**src/rtl/pipe_ctrl_pkg.sv**
```systemverilog
// Shared types and constants for the pipeline stall/flush sequencer.
package pipe_ctrl_pkg;

  typedef enum logic {
    RUN      = 1'b0,
    MEM_WAIT = 1'b1
  } state_t;

  localparam logic [4:0] REG_ZERO = 5'd0;

  // Zeroed control fields loaded by ID_EX / MEM_WB when a bubble is inserted.
  localparam logic [1:0] WB_NOP = 2'b00;
  localparam logic [1:0] M_NOP  = 2'b00;

endpackage

```
**src/rtl/hazard_detect.sv**
```systemverilog
// Combinational load-use comparator: the load in EX writes a register the ID instruction reads.
module hazard_detect
  import pipe_ctrl_pkg::*;
(
  input  logic       mem_read,
  input  logic [4:0] ex_rt,
  input  logic [4:0] id_rs,
  input  logic [4:0] id_rt,
  output logic       lu_stall
);

  // $zero never carries a real dependence.
  assign lu_stall = mem_read && (ex_rt != REG_ZERO) &&
                    ((ex_rt == id_rs) || (ex_rt == id_rt));

endmodule

```
**src/rtl/pipeline_ctrl.sv**
```systemverilog
// Priority-resolved stall/flush control for the 5-stage pipeline, with a data-memory
// wait FSM, memory-wait watchdog and saturating stall/flush counters.
module pipeline_ctrl
  import pipe_ctrl_pkg::*;
#(
  parameter int MAX_WAIT = 255,
  parameter int CNT_W    = 16
) (
  input  logic             clk_i,
  input  logic             rst_i,
  input  logic             IDEX_MemRead_i,
  input  logic [4:0]       IDEX_Rt_i,
  input  logic [4:0]       IFID_Rs_i,
  input  logic [4:0]       IFID_Rt_i,
  input  logic             Branch_taken_i,
  input  logic             Jump_i,
  input  logic             EXMEM_MemAccess_i,
  input  logic             dmem_ack_i,
  output logic             PC_Write_o,
  output logic             IFID_Write_o,
  output logic             IFID_Flush_o,
  output logic             IDEX_Bubble_o,
  output logic             EXMEM_Hold_o,
  output logic             MEMWB_Bubble_o,
  output logic             dmem_req_o,
  output logic             mem_err_o,
  output logic [CNT_W-1:0] stall_cnt_o,
  output logic [CNT_W-1:0] flush_cnt_o
);

  state_t             state_reg, state_next;
  logic [7:0]         wait_cnt_reg, wait_cnt_next;
  logic               mem_err_reg, mem_err_next;
  logic [CNT_W-1:0]   stall_cnt_reg, flush_cnt_reg;
  logic               lu_stall;
  logic               req_raw;
  logic               mem_freeze;

  hazard_detect u_hazard_detect (
    .mem_read (IDEX_MemRead_i),
    .ex_rt    (IDEX_Rt_i),
    .id_rs    (IFID_Rs_i),
    .id_rt    (IFID_Rt_i),
    .lu_stall (lu_stall)
  );

  // An outstanding request without ack freezes the pipe, including the first RUN cycle.
  assign req_raw    = (state_reg == MEM_WAIT) || EXMEM_MemAccess_i;
  assign mem_freeze = req_raw && !dmem_ack_i;

  always_comb begin
    state_next     = state_reg;
    PC_Write_o     = 1'b1;
    IFID_Write_o   = 1'b1;
    IFID_Flush_o   = 1'b0;
    IDEX_Bubble_o  = 1'b0;
    EXMEM_Hold_o   = 1'b0;
    MEMWB_Bubble_o = 1'b0;
    dmem_req_o     = req_raw;
    if (rst_i) begin
      state_next     = RUN;
      PC_Write_o     = 1'b0;
      IFID_Write_o   = 1'b0;
      IFID_Flush_o   = 1'b1;
      IDEX_Bubble_o  = 1'b1;
      MEMWB_Bubble_o = 1'b1;
      dmem_req_o     = 1'b0;
    end else if (mem_freeze) begin
      state_next     = MEM_WAIT;
      PC_Write_o     = 1'b0;
      IFID_Write_o   = 1'b0;
      EXMEM_Hold_o   = 1'b1;
      MEMWB_Bubble_o = 1'b1;
    end else begin
      state_next = RUN;
      if (lu_stall) begin
        PC_Write_o    = 1'b0;
        IFID_Write_o  = 1'b0;
        IDEX_Bubble_o = 1'b1;
      end else if (Branch_taken_i || Jump_i) begin
        IFID_Flush_o = 1'b1;
      end
    end
  end

  always_comb begin
    wait_cnt_next = wait_cnt_reg;
    mem_err_next  = mem_err_reg;
    if (state_reg == RUN && state_next == MEM_WAIT) begin
      wait_cnt_next = 8'd0;
    end else if (state_reg == MEM_WAIT) begin
      if (wait_cnt_reg != 8'hFF)
        wait_cnt_next = wait_cnt_reg + 8'd1;
      if (({1'b0, wait_cnt_reg} + 9'd1) >= 9'(MAX_WAIT))
        mem_err_next = 1'b1;
    end
  end

  always_ff @(posedge clk_i) begin
    if (rst_i) begin
      state_reg     <= RUN;
      wait_cnt_reg  <= 8'd0;
      mem_err_reg   <= 1'b0;
      stall_cnt_reg <= '0;
      flush_cnt_reg <= '0;
    end else begin
      state_reg    <= state_next;
      wait_cnt_reg <= wait_cnt_next;
      mem_err_reg  <= mem_err_next;
      if (!PC_Write_o && (stall_cnt_reg != '1))
        stall_cnt_reg <= stall_cnt_reg + 1'b1;
      if (IFID_Flush_o && (flush_cnt_reg != '1))
        flush_cnt_reg <= flush_cnt_reg + 1'b1;
    end
  end

  assign mem_err_o   = mem_err_reg;
  assign stall_cnt_o = stall_cnt_reg;
  assign flush_cnt_o = flush_cnt_reg;

endmodule

```
**config.mk**
```make
export PLATFORM = sky130hd
export DESIGN_NAME = pipeline_ctrl
export DESIGN_NICKNAME = d
export VERILOG_FILES = /design/src/rtl/pipe_ctrl_pkg.sv /design/src/rtl/hazard_detect.sv /design/src/rtl/pipeline_ctrl.sv
export SDC_FILE = /design/constraint.sdc
export NUM_CORES = 1
export LEC_CHECK = 0
export BUFFER_PORTS_ARGS = -buffer_cell sky130_fd_sc_hd__buf_2
export CAP_MARGIN = 10
export CELL_PAD_IN_SITES_DETAIL_PLACEMENT = 0
export CELL_PAD_IN_SITES_GLOBAL_PLACEMENT = 1
export CORE_ASPECT_RATIO = 0.8
export CORE_MARGIN = 10
export CORE_UTILIZATION = 25
export DETAILED_ROUTE_END_ITERATION = 8
export PLACE_DENSITY = 0.64
export SYNTH_ARGS = -nofsm -noshare
export SYNTH_HDL_FRONTEND = slang
export SYNTH_HIERARCHICAL = 1
export SYNTH_SLANG_ARGS = --single-unit
```
**constraint.sdc**
```tcl
create_clock -name clk_i -period 3.5 [get_ports clk_i]
set_clock_uncertainty 0.1 [all_clocks]
set_input_delay 0.525 -clock clk_i [delete_from_list [all_inputs] [get_ports clk_i]]
set_output_delay 0.525 -clock clk_i [all_outputs]
set_load 0.005 [all_outputs]
```
==> out/metrics.csv <==
stage,metric,value,unit
worst_setup_path,cp.arrival,2100,ps
clocking,cts_root_buffer,clkbuf_8,
timing,finalCriticalPeriod,2730,ps
routing,wire_per_inst,13.5,um
place,dpl.cell_count,434,
pwr,cellPowerDensity,360,mW/mm2
die,row_count,30,
synthesis,ys.flop_type,dfxtp_1,
place,io_buffer_count,61,
clocking,ctsHoldBuffers,0,
worst_setup_path,crit_required,2870,ps
worst_setup_path,crit_fanout,17,
pwr,swShare,23.7,%
pwr,p_leak,1.09,nW
timing,fin_crit_sh,77.9,%
routing,wl,5950,um
pwr,p_int,0.760,mW
place,hpwl,4460,um
global_route,grt_antenna_before_repair,0,
run,maxCapViolations,0,
synthesis,seq_area_frac_synth,37.7,%
timing,grt_setup_unrepaired,false,
die,die_w,126,um
synthesis,synth_edf_count,0,
global_route,gr-usage-all-layers,8.56,%
global_route,grt_pass1_vias,1883,
synthesis,synth-seq-cells,42,
pwr,ir_worst_vdd,0.208,mV
timing,maxSlewHeadroom,62.7,%
routing,drt-initial-drc-count,118,
clocking,clkTransAtPathRegs,70,ps
worst_setup_path,start_kind,input port,
clocking,cts_resized,0,
worst_setup_path,path_class,in -> out,
clocking,clock_latency,290,ps
clocking,clk_path_buf_depth,2,
timing,slew_violations,0,
clocking,cts_tree,built,
synthesis,synthMostInstantiatedCell,nor2_1,
global_route,overflow,0,
hold_path,hold_class,in -> reg,
timing,tightestPinTransition,546,ps
synthesis,yosysUniqueCellTypes,45,
synthesis,ys_top_cells_by_area,"dfxtp_1, xnor2_1, nor2_1, xor2_1, nor3_1",
global_route,grt_max_degree,42,
cells_and_area,area_growth,24.3,%
clocking,clock_sinks,42,
clocking,post-cts-setup-buffers,0,
die,coreArea,0.00860,mm2
pwr,clkPwrFrac,39.8,%
die,floorplan.die_area,0.0131,mm2
synthesis,synth_top_area_share,37.7,%
synthesis,syn_area_per_cell,8.38,um2
cells_and_area,n_antenna_cell,0,
routing,vias,2041,
synthesis,yosys_warnings,6,
synthesis,synth_area_leader_cell,dfxtp_1,
routing,antenna_left,0,
cells_and_area,drive_gt1_share,24.9,%
pwr,power_frac_comb,9.9,%
die,pin_count,62,
synthesis,async_reset_ff_share,0,%
cells_and_area,nFillCells,927,
worst_setup_path,timing.critical_path.to_type,output port,
routing,drc,0,
place,place_congestion,0.757,
die,die_h,104,um
routing,drt_first_pass_iters,4,
synthesis,netlist_area,0.00223,mm2
synthesis,netlist_instances,266,
pwr,p_seq_share,50.3,%
pwr,switching_power,0.236,mW
clocking,cts-buffers-inserted,5,
die,initial_core_util,25.9,%
synthesis,syn-num-nets,292,
clocking,cts.htree.levels,2,
timing,tns,0,ps
cells_and_area,utilization,32.2,%
timing,max_freq,367,MHz
synthesis,synthTopCellsByCount,"nor2_1, dfxtp_1, xnor2_1",
timing,setup_violations,0,
routing,vias_per_cell,4.63,
cells_and_area,final_nets,355,
worst_setup_path,reg2reg_slack,1200,ps
timing,hold_violations,0,
cells_and_area,fin_cells,441,
global_route,grt_pass1_wl,9560,um
run_status,status,"finished, final reports clean",
-- power groups by stage --
stage | clock (mW) | sequential [mW] | combinational, mW
after CTS | 0.406 | 0.502 | 0.101
after detailed placement | 0 | 0.513 | 0.100
after floorplan | 0 | 0.509 | 0.0577
after global placement | 0 | 0.513 | 0.100
after global routing | 0.429 | 0.504 | 0.111
final | 0.396 | 0.501 | 0.0983
-- worst max-delay path, cell delays in order --
cell	delay, ps
buf_2	120
xor2_1	150
nor3_1	210
nand3_1	100
a21oi_1	250
o21ba_2	200
a21oi_1	130
buf_4	230
inv_1	60
buf_2	120
-- logic make-up after synthesis --
kind of cell	Yosys count	share of synthesized area [%]
compound gates	27	8.76
simple gates	136	30.8
mux	3	1.57
xor+xnor	41	16.1
buf+inv	13	2.81
flops	42	37.7
fa+ha+maj	4	2.25
-- final timing paths --
| kind | from | to | depth (start not counted) |
|---|---|---|---|
| max | IDEX_Rt_i[3] | IFID_Flush_o | 10 |
| min | dmem_ack_i | state_reg | 2 |
| max reg2reg | stall_cnt_o[0] | stall_cnt_o[5] | 6 |
| min reg2reg | wait_cnt_reg[1] | wait_cnt_reg[1] | 2 |
-- metrics by stage --
stage	total power [mW]	setup WS [ps]	cell area, um2	hold slack (ps)
3_5_place_dp	0.613	546	2660	426
6_report	0.996	773	2770	343
2_1_floorplan	0.567	844	2230	394
5_1_grt	1.04	518	2770	334
3_3_place_gp	0.614	549	2660	417
4_1_cts	1.01	732	2770	336
-- cell type report --
type                            count  area, um2  area share, %
Tap cell                          112        140           5.06
Inverter                            4       15.0          0.542
Sequential cell                    42        841           30.4
Clock inverter                      1       30.0           1.08
Clock buffer                        6       82.6           2.98
Timing Repair Buffer               65        335           12.1
Multi-Input combinational cell    211       1330           47.9
-- routing by layer --
layer | track usage [%] | part of all wire [%] | vias up
met4 | 2.55 | 1.0 | 0
li1 | - | - | 1058
met3 | 2.39 | 4.5 | 5
met1 | 11.2 | 50 | 932
met2 | 13.3 | 45 | 46
met5 | 0 | 0 | -
-- cell usage in the layout (no fill, tap or decap), drive strengths merged, types with 5 or more instances in the layout --
master	count
buf	65
nor2	47
dfxtp	42
xnor2	23
nand2	18
xor2	18
nor3	18
nand3	14
nand4	9
nor4	8
and3	6
clkbuf	6
a21oi	5
o21ai	5
No activity file was read; power rests on OpenSTA's default activity.
